File: src/rtl/param_stack.sv
// Parametrised LIFO stack with saturate/wrap full policy, replace-top, synchronous
// clear and sticky overflow/underflow flags. Storage is a circular array indexed by ptr_q.
module param_stack #(
  parameter int unsigned WIDTH = 12,
  parameter int unsigned DEPTH = 8,
  parameter bit          WRAP  = 1'b0,
  localparam int unsigned CntW = $clog2(DEPTH + 1),
  localparam int unsigned PtrW = $clog2(DEPTH)
) (
  input  logic             clk,
  input  logic             rst_n,
  input  logic             push_sig,
  input  logic             pop_sig,
  input  logic             clear,
  input  logic [WIDTH-1:0] push_data,
  output logic [WIDTH-1:0] pop_data,
  output logic [CntW-1:0]  count,
  output logic             empty,
  output logic             full,
  output logic             overflow,
  output logic             underflow
);

  localparam logic [PtrW-1:0] PtrMax  = PtrW'(DEPTH - 1);
  localparam logic [PtrW-1:0] PtrZero = '0;
  localparam logic [CntW-1:0] CntFull = CntW'(DEPTH);
  localparam logic [CntW-1:0] CntOne  = CntW'(1);

  logic [WIDTH-1:0] mem_q [DEPTH];

  logic [PtrW-1:0] ptr_q, ptr_d;
  logic [CntW-1:0] cnt_q, cnt_d;
  logic            ovf_q, ovf_d;
  logic            udf_q, udf_d;

  logic [PtrW-1:0] ptr_inc, ptr_dec;
  logic            is_empty, is_full;
  logic            mem_we;
  logic [PtrW-1:0] mem_waddr;

  // Explicit modular wrap so non-power-of-two depths behave.
  always_comb begin
    ptr_inc = (ptr_q == PtrMax) ? PtrZero : ptr_q + 1'b1;
    ptr_dec = (ptr_q == PtrZero) ? PtrMax : ptr_q - 1'b1;
  end

  assign is_empty = (cnt_q == '0);
  assign is_full  = (cnt_q == CntFull);

  always_comb begin
    ptr_d     = ptr_q;
    cnt_d     = cnt_q;
    ovf_d     = ovf_q;
    udf_d     = udf_q;
    mem_we    = 1'b0;
    mem_waddr = ptr_q;

    if (clear) begin
      ptr_d = '0;
      cnt_d = '0;
      ovf_d = 1'b0;
      udf_d = 1'b0;
    end else begin
      unique case ({push_sig, pop_sig})
        2'b10: begin
          if (!is_full) begin
            mem_we = 1'b1;
            ptr_d  = ptr_inc;
            cnt_d  = cnt_q + CntOne;
          end else begin
            ovf_d = 1'b1;
            // Wrap mode: ptr_q already indexes the oldest entry when full.
            if (WRAP) begin
              mem_we = 1'b1;
              ptr_d  = ptr_inc;
            end
          end
        end
        2'b01: begin
          if (!is_empty) begin
            ptr_d = ptr_dec;
            cnt_d = cnt_q - CntOne;
          end else begin
            udf_d = 1'b1;
          end
        end
        2'b11: begin
          if (!is_empty) begin
            mem_we    = 1'b1;
            mem_waddr = ptr_dec;
          end else begin
            mem_we = 1'b1;
            ptr_d  = ptr_inc;
            cnt_d  = CntOne;
            udf_d  = 1'b1;
          end
        end
        default: ;
      endcase
    end
  end

  always_ff @(posedge clk or negedge rst_n) begin
    if (!rst_n) begin
      ptr_q <= '0;
      cnt_q <= '0;
      ovf_q <= 1'b0;
      udf_q <= 1'b0;
    end else begin
      ptr_q <= ptr_d;
      cnt_q <= cnt_d;
      ovf_q <= ovf_d;
      udf_q <= udf_d;
    end
  end

  // Gated by rst_n so a write decoded during reset cannot land in the array.
  always_ff @(posedge clk) begin
    if (mem_we && rst_n) begin
      mem_q[mem_waddr] <= push_data;
    end
  end

  assign pop_data  = is_empty ? '0 : mem_q[ptr_dec];
  assign count     = cnt_q;
  assign empty     = is_empty;
  assign full      = is_full;
  assign overflow  = ovf_q;
  assign underflow = udf_q;

endmodule

File: config.mk
export PLATFORM = sky130hd
export DESIGN_NAME = param_stack
export DESIGN_NICKNAME = d
export VERILOG_FILES = /design/src/rtl/param_stack.sv
export SDC_FILE = /design/constraint.sdc
export NUM_CORES = 1
export LEC_CHECK = 0
export ABC_AREA = 1
export CAP_MARGIN = 20
export CORE_MARGIN = 5
export CORE_UTILIZATION = 30
export CTS_BUF_LIST = sky130_fd_sc_hd__clkbuf_4
export DETAILED_ROUTE_END_ITERATION = 6
export SYNTH_ARGS = -nofsm -noshare
export SYNTH_HDL_FRONTEND = slang
export SYNTH_SLANG_ARGS = --single-unit
File: constraint.sdc
create_clock -name clk -period 3.25 [get_ports clk]
set_input_delay 0.65 -clock clk [delete_from_list [all_inputs] [get_ports clk]]
set_output_delay 0.65 -clock clk [all_outputs]
set_load 0.01 [all_outputs]
==> results_dict.tcl <==
set metrics [dict create \
    ys.warnings.count 0 \
    layout_common_cells "nand2_1, edfxtp_1, inv_1, nor2_1, o21ai_0" \
    synth_top_cells_by_area "edfxtp_1, nand2_1, dfrtp_1" \
    worst_pin_slew_ns 0.361 \
    end_kind "output pin" \
    synth-seq-area-share 0.652 \
    area_of_the_core_sq_um 15700 \
    leakage_nw 2.30 \
    skew_pair_late_insertion_delay_ns 0.44 \
    tritoncts_num_sinks 105 \
    final_cell_area_sq_um 5730 \
    drt-vias-per-instance 4.51 \
    synthDistinctLibCells 26 \
    antennaDiodeCount 0 \
    timing.hold.worst.start "underflow$_DFFE_PN0P_" \
    finalHoldViolCount 0 \
    cts_max_path_buffers 2 \
    grt_pass1_vias 3216 \
    detail_route.wl_per_cell_um 15.0 \
    cts_root_buf "clkbuf_4" \
    ys_seq_elements 105 \
    final_net_count 515 \
    r2r-end "mem_q[2][2]$_DFFE_PP_" \
    crit_type "reg2out" \
    overall_die_height_um 136 \
    critPathRequiredTime_ns 2.60 \
    placedInstanceArea_sq_um 5460 \
    boundaryPins 37 \
    tritoncts_buffers 9 \
    drc_errors 0 \
    core.rowCount 46 \
    cts-htree-levels 3 \
    timing.final.max_slew_violations 0 \
    grt_setup_unrepaired "true" \
    synthToLayoutAreaGrowth_pct 20.3 \
    r2r_slack_ns 0.93 \
    ant_nets 0 \
    critical_path.endpoint "pop_data[11]" \
    final_period_utilization 0.970 \
    drt_wl_total_um 10700 \
    maxCapViolCount 0 \
    fin_worst_skew_ns 0.0192 \
    worst-path-max-fanout 13 \
    drt_iter0_markers 200 \
    mappedNetlistNets 456 \
    min_period_ns 3.15 \
    port-buffer-count 36 \
    gp_routability_congestion 0.853 \
    hold_depth 1 \
    fraction_of_final_layout_cells_with_drive_strength_greater_than_1 0.147 \
    yosysTopAreaCell "edfxtp_1" \
    tritoncts_clock_tree "built" \
    powerDensity_nw_per_um2 670 \
    grt_start_max_net_pins 40 \
    grt_antenna_before_repair 0 \
    chipWidth_um 136 \
    report.final.setup_viol 0 \
    holdCritPathClass "reg2reg" \
    regToRegStartpoint "ptr_q[1]$_DFFE_PN0P_" \
    synth_area_sq_um 4770 \
    synth_top_cell_area_share 0.605 \
    syn_avg_cell_area_sq_um 11.0 \
    die_area_sq_um 18500 \
    global_route_wire_length_before_repair_um 16800 \
    r2r_worst_path_depth 10 \
    run_status "finished clean" \
    gr-usage-all-layers 0.119 \
    maxSlewHeadroom 0.758 \
    critPathArrivalTime_ns 2.50 \
    start_util 0.303 \
    synthCells 433 \
    worst_ir_drop_vdd_uv 276 \
    gr-total-overflow 0 \
    layout.filler_cells 1518 \
    worst_setup_hold_path_clk_slew_ns 0.16 \
    detailedRoute.firstPassIterationCount 4 \
    tns_ns 0 \
    dp_hpwl_um 6860 \
    vias 3217 \
    fin_worst_hold_slack_ns 0.514 \
    startpoint_type "flop" \
    layout_commonest_cell "nand2_1" \
    fmax_mhz 317 \
    worst_setup_path_startpoint "ptr_q[1]$_DFFE_PN0P_" \
]
kinds of logic (layout without fill, tap and decap cells):
kind of cell,count (synthesis),in the layout,share of synthesized area
simple gates,163,163,0.144
xor+xnor,1,1,0.00184
flops,105,105,0.652
fa+ha+maj,6,6,0.0157
compound gates,89,89,0.121
buf+inv,69,133,0.0648
how the worst min path moves through the flow:
stage / to / slack (ns)
2_1_floorplan: count[0]$_DFFE_PN0P_ / 0.35
3_3_place_gp: underflow$_DFFE_PN0P_ / 0.48
3_5_place_dp: underflow$_DFFE_PN0P_ / 0.48
4_1_cts: count[1]$_DFFE_PN0P_ / 0.51
5_1_grt: count[1]$_DFFE_PN0P_ / 0.52
6_report: underflow$_DFFE_PN0P_ / 0.51
cell usage after synthesis:
cell type and count:
buf_6 4, clkinv_1 2, nor2_4 3, o211ai_2 14, nand2_4 2, edfxtp_1 96, o21ai_0 37, ha_1 6
inv_1 45, nand4_1 3, nor2_1 41, a21oi_1 7, buf_4 1, nand2_2 3, o21ai_1 21, nand3_1 11
o211ai_1 8, o21a_1 1, nand3b_1 2, xnor2_1 1, dfrtp_1 9, nand2_1 97, nor2_2 1, inv_2 4
a32o_1 1, buf_2 13
per-stage QoR:
step                      instances   util  setup slack (ns)  power, mW
after floorplan                 433      -             0.985       2.53
final                           713  0.365            0.0989       3.84
after CTS                       708  0.356           -0.0209       3.76
after global routing            713  0.365           -0.0411       4.12
after detailed placement        691  0.348             0.392       3.14
after global placement          691  0.348             0.447       3.12
flip-flops by register name, summed over array words and instances, names as in the netlist:
signal,count
overflow,1
mem_q,96
count,4
ptr_q,3
underflow,1
worst max-delay path: stages, from the launching register on:
cell             delay [ns]
dfrtp_1                0.43
inv_1                  0.11
ha_1                   0.30
inv_2                  0.12
buf_6                  0.17
o21ai_0                0.09
o21ai_0                0.15
nand2_1                0.07
nand2_1                0.08
clkdlybuf4s50_1        0.54
area by class of cell:
class	instances	area, sq um	share of cell area
sequential	105	3110	0.542
multi-input combinational	259	1360	0.238
timing repair buffer	66	672	0.117
tap	216	270	0.0471
inverter	51	199	0.0347
clock buffer	9	67.6	0.0118
clock inverter	7	52.6	0.00917
report_power, final:
group	internal (mW)	total (mW)	leakage (nW)	switching (mW)
Sequential	1.53	1.57	0.983	0.0365
Clock	0.165	0.601	0.0623	0.436
Combinational	0.716	1.67	1.25	0.956
repair_timing:
| item | CTS | global route |
|---|---|---|
| buffers inserted | 1 | 3 |
| hold buffers | 0 | 0 |
| gates cloned | 0 | 2 |
| gates resized for setup | 2 | 21 |
| hold endpoints to repair | 0 | 0 |
| pin swaps | 0 | 1 |
| setup endpoints to repair | 12 | 12 |
routing by layer:
| metal | vias up | track usage | share of wire |
|---|---|---|---|
| met5 | - | 0 | 0 |
| met2 | 54 | 0.201 | 0.49 |
| met3 | 5 | 0.0233 | 0.035 |
| met1 | 1564 | 0.155 | 0.47 |
| li1 | 1594 | - | - |
| met4 | 0 | 0.0330 | 0.0085 |
(Power assumes the default switching activity.)
